$ cat src/rtl/wrr_pkt_scheduler_pkg.sv
// Shared types and helpers for the weighted round-robin packet scheduler
// and the arbiters built on its priority picker.
package wrr_pkg;

  typedef enum logic [1:0] {
    IDLE   = 2'd0,
    RELOAD = 2'd1,
    LOCK   = 2'd2
  } state_t;

  localparam int WRR_WIDTH = 4;
  localparam int PTR_W     = $clog2(WRR_WIDTH);

  // Index of the set bit of a one-hot (or zero) vector; zero maps to 0.
  function automatic logic [4:0] onehot_to_idx(input logic [31:0] oh);
    logic [4:0] idx;
    idx = '0;
    for (int i = 0; i < 32; i++) begin
      if (oh[i]) idx = 5'(i);
    end
    return idx;
  endfunction

endpackage

$ cat src/rtl/wrr_pkt_scheduler_rr_priority_pick.sv
// Combinational round-robin picker: first set bit of i_eligible scanning
// upward from i_ptr+1 with wrap-around.
module rr_priority_pick
  import wrr_pkg::*;
#(
  parameter int WIDTH  = WRR_WIDTH,
  parameter int PTR_W_P = PTR_W
) (
  input  logic [WIDTH-1:0]   i_eligible,
  input  logic [PTR_W_P-1:0] i_ptr,
  output logic [WIDTH-1:0]   o_winner,
  output logic               o_valid
);

  logic [PTR_W_P:0]     w_sh;
  logic [2*WIDTH-1:0]   w_dbl;
  logic [2*WIDTH-1:0]   w_back;
  logic [WIDTH-1:0]     w_rot;
  logic [WIDTH-1:0]     w_rot_oh;

  // Rotate so the highest-priority requester sits at bit 0, isolate the
  // lowest set bit, then rotate back into requester order.
  always_comb begin
    w_sh     = {1'b0, i_ptr} + 1'b1;
    w_dbl    = {i_eligible, i_eligible} >> w_sh;
    w_rot    = w_dbl[WIDTH-1:0];
    w_rot_oh = w_rot & (~w_rot + WIDTH'(1));
    w_back   = {w_rot_oh, w_rot_oh} << w_sh;
    o_winner = w_back[2*WIDTH-1:WIDTH];
    o_valid  = |i_eligible;
  end

endmodule

$ cat src/rtl/wrr_pkt_scheduler.sv
// Packet-level weighted round-robin scheduler: a grant owns the shared beat
// channel until the owner's last beat is accepted; credits gate eligibility.
module wrr_pkt_scheduler
  import wrr_pkg::*;
#(
  parameter int WIDTH     = 4,
  parameter int CRD_WIDTH = 4,
  localparam int TOTAL_WIDTH = CRD_WIDTH * WIDTH
) (
  input  logic                   clk,
  input  logic                   rst,
  input  logic [TOTAL_WIDTH-1:0] credits,
  input  logic [WIDTH-1:0]       req,
  input  logic [WIDTH-1:0]       last,
  input  logic                   out_ready,
  output logic [WIDTH-1:0]       grant,
  output logic                   out_valid,
  output logic [WIDTH-1:0]       credit_avail,
  output logic                   busy
);

  localparam int PW = (WIDTH > 1) ? $clog2(WIDTH) : 1;

  state_t               r_state, w_state_nxt;
  logic [WIDTH-1:0]     r_grant, w_grant_nxt;
  logic [PW-1:0]        r_ptr, w_ptr_nxt;
  logic [CRD_WIDTH-1:0] r_cnt [WIDTH];
  logic                 r_busy;
  logic                 w_reload, w_dec;
  logic [WIDTH-1:0]     w_eligible, w_winner;
  logic                 w_win_vld, w_xfer, w_owner_last;
  logic [PW-1:0]        w_owner_idx;

  always_comb begin
    for (int i = 0; i < WIDTH; i++) begin
      credit_avail[i] = |r_cnt[i];
    end
  end

  assign w_eligible   = req & credit_avail;
  assign out_valid    = |(req & r_grant);
  assign w_xfer       = out_valid & out_ready;
  assign w_owner_last = |(last & r_grant);
  assign w_owner_idx  = PW'(onehot_to_idx(32'(r_grant)));
  assign grant        = r_grant;
  assign busy         = r_busy;

  rr_priority_pick #(
    .WIDTH   (WIDTH),
    .PTR_W_P (PW)
  ) u_pick (
    .i_eligible (w_eligible),
    .i_ptr      (r_ptr),
    .o_winner   (w_winner),
    .o_valid    (w_win_vld)
  );

  always_comb begin
    w_state_nxt = r_state;
    w_grant_nxt = r_grant;
    w_ptr_nxt   = r_ptr;
    w_reload    = 1'b0;
    w_dec       = 1'b0;
    case (r_state)
      IDLE: begin
        w_grant_nxt = '0;
        if (w_win_vld) begin
          w_grant_nxt = w_winner;
          w_state_nxt = LOCK;
        end else if (|req) begin
          w_state_nxt = RELOAD;
        end
      end
      RELOAD: begin
        w_reload    = 1'b1;
        w_grant_nxt = '0;
        w_state_nxt = IDLE;
      end
      LOCK: begin
        // Other requesters are ignored; only the owner's final beat releases.
        if (w_xfer && w_owner_last) begin
          w_dec       = 1'b1;
          w_ptr_nxt   = w_owner_idx;
          w_grant_nxt = '0;
          w_state_nxt = IDLE;
        end
      end
      default: begin
        w_grant_nxt = '0;
        w_state_nxt = IDLE;
      end
    endcase
  end

  always_ff @(posedge clk or negedge rst) begin
    if (!rst) begin
      r_state <= IDLE;
      r_grant <= '0;
      r_ptr   <= PW'(WIDTH - 1);
      r_busy  <= 1'b0;
      for (int i = 0; i < WIDTH; i++) r_cnt[i] <= '0;
    end else begin
      r_state <= w_state_nxt;
      r_grant <= w_grant_nxt;
      r_ptr   <= w_ptr_nxt;
      r_busy  <= (w_state_nxt == LOCK);
      for (int i = 0; i < WIDTH; i++) begin
        if (w_reload)
          r_cnt[i] <= credits[i*CRD_WIDTH +: CRD_WIDTH];
        else if (w_dec && r_grant[i] && (r_cnt[i] != '0))
          r_cnt[i] <= r_cnt[i] - 1'b1;
      end
    end
  end

  a_grant_onehot0: assert property (@(posedge clk) disable iff (!rst) $onehot0(r_grant));

endmodule
$ cat config.mk
export PLATFORM = sky130hd
export DESIGN_NAME = wrr_pkt_scheduler
export DESIGN_NICKNAME = d
export VERILOG_FILES = /design/src/rtl/wrr_pkt_scheduler_pkg.sv /design/src/rtl/wrr_pkt_scheduler_rr_priority_pick.sv /design/src/rtl/wrr_pkt_scheduler.sv
export SDC_FILE = /design/constraint.sdc
export NUM_CORES = 1
export LEC_CHECK = 0
export ABC_AREA = 1
export BUFFER_PORTS_ARGS = -buffer_cell sky130_fd_sc_hd__buf_2
export CAP_MARGIN = 20
export CORE_UTILIZATION = 55
export CTS_CLUSTER_SIZE = 14
export DETAILED_ROUTE_END_ITERATION = 12
export GPL_TIMING_DRIVEN = 0
export PLACE_DENSITY_LB_ADDON = 0.25
export SLEW_MARGIN = 5
export SYNTH_ARGS = -nofsm -noshare
export SYNTH_HDL_FRONTEND = slang
export SYNTH_SLANG_ARGS = --single-unit
$ cat constraint.sdc
create_clock -name clk -period 2.1 [get_ports clk]
set_input_delay 0.42 -clock clk [delete_from_list [all_inputs] [get_ports clk]]
set_output_delay 0.42 -clock clk [all_outputs]
set_load 0.01 [all_outputs]
# Word level (Yosys, flattened, before mapping)
# Index checks and enable logic that the tools add are counted.
# totals
regBits	25
inputBits	27
out_inout_bits	10
word_cells	74
# classes
addsub	6
eq_ne	4
n_shift	2
muxes	21
bitwise	6
n_reduce_logical	27
# ops
operator	count
4-bit two-way mux	10
4-bit OR reduction	8
4-bit AND	4
4-bit nonzero test	4
4-bit by 1-bit subtractor with 4-bit output, second input constant	4
2-bit two-way mux	5
1-bit logical AND	9
4-bit case mux with 2 select lines	1
2-bit nonzero test	4
8-bit by 3-bit << shifter with 8-bit output	1
8-bit by 3-bit >> shifter with 4-bit output	1
4-bit by 1-bit adder with 4-bit output, second input constant	1
2-bit equality test, second input constant	2
1-bit two-way mux	4
4-bit NOT	1
2-bit case mux with 2 select lines	1
2-bit by 1-bit adder with 3-bit output, second input constant	1
2-bit by 1-bit equality test with 1-bit output, second input constant	1
2-bit logical NOT	1
2-bit != test, second input constant	1
2-bit AND reduction	1
1-bit AND	1

# Longest topological paths before layout
# depth
word_depth	10
depth_mapped	15
mapped_depth_nobuf	15

# Cells and area by module
# From an unflattened synthesis, not the netlist that was laid out.
# hier_totals
hier_cells	277
hier_area_um2	1968.1
# modules_own_cells
module	n_inst	cells_per_inst	area_per_inst_um2	seq_area_each_um2
wrr_pkt_scheduler	1	217	1669.1	628.1
rr_priority_pick	1	60	299.0	0.0

# Worst setup path before layout
# No wires, ideal clock.
# synth_path
path_type	register to register
start	reg r_cnt[0] in the netlist's numbering
end	reg r_grant[1] (netlist: grant[1])
setup_ns	0.065
arrival_ns	1.641
required_time_ns	2.035
slack_ns	0.394
path_stages_with_launch	15
path_buffers	0
period_less_slack_ns	1.706
path_cell_list	dfrtp_1 inv_1 ha_1 nand3_1 nand3_1 nand2_1 nand2_1 nand2_1 nor2_2 nand2_1 nand2_1 nand3_1 nand2_1 nand2_1 nand2_1
# synth_between
elab_chain_cells	9
elab_cells_between_ends	10
cone_classes	add/sub (1); shift (2); mux (2); bitwise (3); reduce/logical (2)
# synth_rtl
item	line_no	text
from (decl)	wrr_pkt_scheduler.sv:27	logic [CRD_WIDTH-1:0] r_cnt [WIDTH];
from (signal, indexed assignment)	wrr_pkt_scheduler.sv:109	r_cnt[i] <= credits[i*CRD_WIDTH +: CRD_WIDTH];
from (signal, indexed assignment)	wrr_pkt_scheduler.sv:111	r_cnt[i] <= r_cnt[i] - 1'b1;
4-bit OR reduction *	wrr_pkt_scheduler.sv:36	credit_avail[i] = |r_cnt[i];
named net credit_avail[3]	wrr_pkt_scheduler.sv:18	output logic [WIDTH-1:0] credit_avail,
4-bit AND *	wrr_pkt_scheduler.sv:40	assign w_eligible = req & credit_avail;
8-bit by 3-bit >> shifter with 4-bit output	wrr_pkt_scheduler_rr_priority_pick.sv:25	w_dbl = {i_eligible, i_eligible} >> w_sh;
4-bit NOT	wrr_pkt_scheduler_rr_priority_pick.sv:27	w_rot_oh = w_rot & (~w_rot + WIDTH'(1));
4-bit by 1-bit adder with 4-bit output	wrr_pkt_scheduler_rr_priority_pick.sv:27	
4-bit AND	wrr_pkt_scheduler_rr_priority_pick.sv:27	
8-bit by 3-bit << shifter with 8-bit output	wrr_pkt_scheduler_rr_priority_pick.sv:28	w_back = {w_rot_oh, w_rot_oh} << w_sh;
4-bit two-way mux *	wrr_pkt_scheduler.sv:67	if (w_win_vld) begin
4-bit case mux with 2 select lines *	wrr_pkt_scheduler.sv:64	case (r_state)
to (signal assigned)	wrr_pkt_scheduler.sv:104	r_grant <= w_grant_nxt;
to (decl)	wrr_pkt_scheduler.sv:25	logic [WIDTH-1:0] r_grant, w_grant_nxt;
# The timed path passes the listed nets; every way through them passes the cells marked *.
# A chain may end at the register's enable or synchronous reset.

# Worst setup path after layout
# layout_path
start	reg r_ptr[0]
end	reg r_grant[1] (netlist: grant[1])
# layout_between
elab_chain_cells	8
# layout_rtl
item	line_no	text
from (decl)	wrr_pkt_scheduler.sv:26	logic [PW-1:0] r_ptr, w_ptr_nxt;
from (signal assigned)	wrr_pkt_scheduler.sv:99	r_ptr <= PW'(WIDTH - 1);
from (signal assigned)	wrr_pkt_scheduler.sv:105	r_ptr <= w_ptr_nxt;
2-bit by 1-bit adder with 3-bit output *	wrr_pkt_scheduler_rr_priority_pick.sv:24	w_sh = {1'b0, i_ptr} + 1'b1;
8-bit by 3-bit >> shifter with 4-bit output	wrr_pkt_scheduler_rr_priority_pick.sv:25	
4-bit NOT	wrr_pkt_scheduler_rr_priority_pick.sv:27	
4-bit by 1-bit adder with 4-bit output	wrr_pkt_scheduler_rr_priority_pick.sv:27	
4-bit AND	wrr_pkt_scheduler_rr_priority_pick.sv:27	
8-bit by 3-bit << shifter with 8-bit output *	wrr_pkt_scheduler_rr_priority_pick.sv:28	
4-bit two-way mux *	wrr_pkt_scheduler.sv:67	
4-bit case mux with 2 select lines *	wrr_pkt_scheduler.sv:64	
# Every way passes the cells marked *; elsewhere a longest branch is shown, timed or not.

==> impl_metrics.ini <==
[placement]
placement.setup.worst_slack_ps = 160
place.detailed.hpwl_mm = 3.32
rd_place_congestion = 0.925
postPlaceCellArea_um2 = 2080
post-place-cells = 363
place.port_buffers = 36

[setup_path]
critical_path_start_end_classification = register to register
cp_max_fo = 9
critPathSlowestCell = dfstp_2
kind_of_launch_point_of_the_worst_setup_path = register
critical_path_arrival_ps = 2170
crit_chain = buf_2 > inv_2 > nand3_1 > nand2_1 > nand2_1 > nand2_1 > nor2_2 > nand2_1 > nand2_1 > nand3_1 > nand2_1 > nand2_1 > nand2_1
cp.required_ps = 2370
worstSetupEndpointType = register
critPathMaxStageDelay_ps = 560
critical_path_s_most_frequent_cell = nand2_1

[global_route]
grt.overflow.total = 0
busiest_layer = met2
wire_length_of_the_first_global_routing_pass_mm = 7.21
first_global_vias = 1699
met3_routing_resource_usage_after_global_routing = 0.0260
grt_util_met1 = 0.351
grt_start_max_net_pins = 26
grt.met2_usage = 0.446
grt.total_usage = 0.261
grt_antenna_before_repair = 0

[status]
status = completed

[synthesis]
fraction_of_the_yosys_area_taken_by_sequential_cells = 0.341
most_instantiated_flip_flop_cell_in_the_synthesis_netlist = dfrtp_1
synth.ff_latch_count = 25
synth.yosys.warnings = 0
synth_cell_types = 26
synth_async_sr_flop_share = 1.00
netlist.top_cell.by_area = dfrtp_1
yosysTopAreaCellShare = 0.313
synth_edf_count = 0
syn_area_um2 = 1840
ys_top_cells_by_count = 104 x nand2_1, 54 x nand3_1, 29 x inv_1
netlist_instances = 283
postSynthNetCount = 315
top_count_cell_post_synth = nand2_1
postSynthAreaPerCell_um2 = 6.51
synth.top_cells.by_area = dfrtp_1 31%, nand2_1 21%, nand3_1 15%, inv_1 5.9%, nor2_1 3.9%

[sta]
fmax_mhz = 526
setup_total_negative_slack_ps = 0
maxSlewHeadroom = 0.636
worst_clock_skew_ps = 2.59
report.final.setup_viol = 0
grt_setup_unrepaired = false
fin_crit_sh = 0.905
layout_min_cycle_time_ps = 1900
worst_slew_pin_slew_ps = 546
hold_viol = 0
setup_slack_ps = 200
timing.final.max_slew_violations = 0

[power_and_ir_drop]
logic_pwr_share = 0.596
power_switching_uw = 1400
power.share.clock = 0.079
switching_share = 0.488
p_int_uw = 1470
cellPowerDensity_nw_per_um2 = 1360
largest_voltage_drop_on_the_vdd_net_mv = 0.675
pwr-share-seq = 0.325
leakage_uw = 0.00120

[drt]
routed_via_density = 5.36
routed-via-count = 1967
wl_per_cell_um = 11.7
drt_total_wl_mm = 4.30
drt_iter0_drc = 121
final_antenna_net_count = 0
drt_drc_violations_left = 0
drt_pass1_iterations = 5

[cts]
cts_buffers = 3
cts_hold_buffers = 0
root_buffer = clkbuf_4
cts.path.max_buffers = 2
cts_num_sinks = 25
clock_insertion_delay_worst_skew_ps = 320
clock_tree_from_tritoncts = built
worst_setup_hold_path_clk_slew_ps = 150
htree_num_levels = 1

[floorplanning]
starting_utilization_of_the_core_area = 0.594
floorplan.rows = 20
floorplan.core_area_um2 = 3100
io-pin-count = 37
dieArea_um2 = 3580
dieHeight_um = 59.9
fp.dieW_um = 59.9

[final_layout]
layout-area-overhead-vs-synth_pct = 14.7
num-nets-final = 356
final_layout_size_suffix_gt1_frac = 0.186
finish.cell_count_without_fillers = 367
finish.instance_area_um2 = 2110
insertedDiodeCount = 0
fillCellCount = 306

[job]
drv_cap = 0

[worst_hold_path]
hp-class = input pin to async pin
-- metal layers --
metal  part of all wire  wire, um
met3              0.048       205
met1               0.47      2000
met4              0.016        68
met5                  0         0
met2               0.47      2030
-- cell type report --
type | count | area [um^2] | share of cell area
timing repair buffer | 36 | 180 | 0.0853
multi-input combinational | 220 | 1070 | 0.507
inverter | 31 | 116 | 0.0551
tap | 44 | 55.1 | 0.0261
buffer | 7 | 31.3 | 0.0148
clock buffer | 3 | 22.5 | 0.0107
sequential | 25 | 628 | 0.297
clock inverter | 1 | 7.51 | 0.00355
-- critical path, delay by kind of cell (launching register included) --
kind                   cells  cell delay (ps)
buffers and inverters      2              330
and+or+nand+nor           11              960
DFF                        1              560
-- power by group through the flow --
stage          Combinational, uW  Sequential (uW)  Clock, uW
3_3_place_gp                1650              927          0
6_report                    1720              936        228
3_5_place_dp                1690              938          0
5_1_grt                     1990              966        248
2_1_floorplan               1330              897          0
4_1_cts                     1700              926        228
-- logic make-up (layout without fill, tap and decap cells) --
kind of cell,Yosys count,count (layout),synth area share
buffers and inverters,38,78,0.0802
flip-flops,25,25,0.341
adder cells (fa/ha/maj),5,5,0.0340
AO/OA/AOI/OAI,17,17,0.0557
AND/OR/NAND/NOR,191,191,0.448
multiplexers,7,7,0.0408
-- per-stage QoR --
| stage | util | total power (uW) | hold WS (ps) |
|---|---|---|---|
| after floorplan | - | 2220 | 124 |
| after global routing | 0.681 | 3210 | 83.1 |
| after global placement | 0.669 | 2580 | 438 |
| final | 0.681 | 2880 | 53.3 |
| after CTS | 0.679 | 2860 | 74.8 |
| after detailed placement | 0.669 | 2630 | 440 |
-- what timing repair did --
action / CTS / global route
setup endpoints to repair: 0 / 4
gates resized for setup: 0 / 2
setup buffers: 0 / 0
-- layout by cell type (no fill, tap or decap), drive strengths merged --
cell	synthesis	layout
nand3	54	54
a32o	1	1
clkbuf	3	6
a21oi	2	2
a22o	2	2
o21ai	9	9
mux2i	3	3
nand2	107	107
a31oi	2	2
nor2	20	20
nor4	2	2
clkinv	1	1
inv	30	30
or2	3	3
dfrtp	23	23
o21a	1	1
ha	5	5
nand4	1	1
mux2	4	4
dfstp	2	2
clkinvlp	0	1
nor3	4	4
buf	4	40
-- registers in the layout, summed over array words and instances, names as in the netlist --
signal	flops
r_cnt	16
grant	4
r_ptr	2
r_state	2
busy	1
-- path summary, 6_finish.rpt --
path / slack [ps] / cells past startpoint / endpoint / start
max: 200 / 13 / grant[1] / r_ptr[0]
max reg2reg: 200 / 13 / grant[1] / r_ptr[0]
min in group clk: 400 / 5 / r_cnt[1] / credits[13]
max in group asynchronous: 1670 / 1 / r_ptr[0] / rst
min: 50 / 1 / r_cnt[1] / rst
min reg2reg: 500 / 1 / r_state[0] / r_state[1]
No activity file was read; power rests on OpenSTA's default activity.
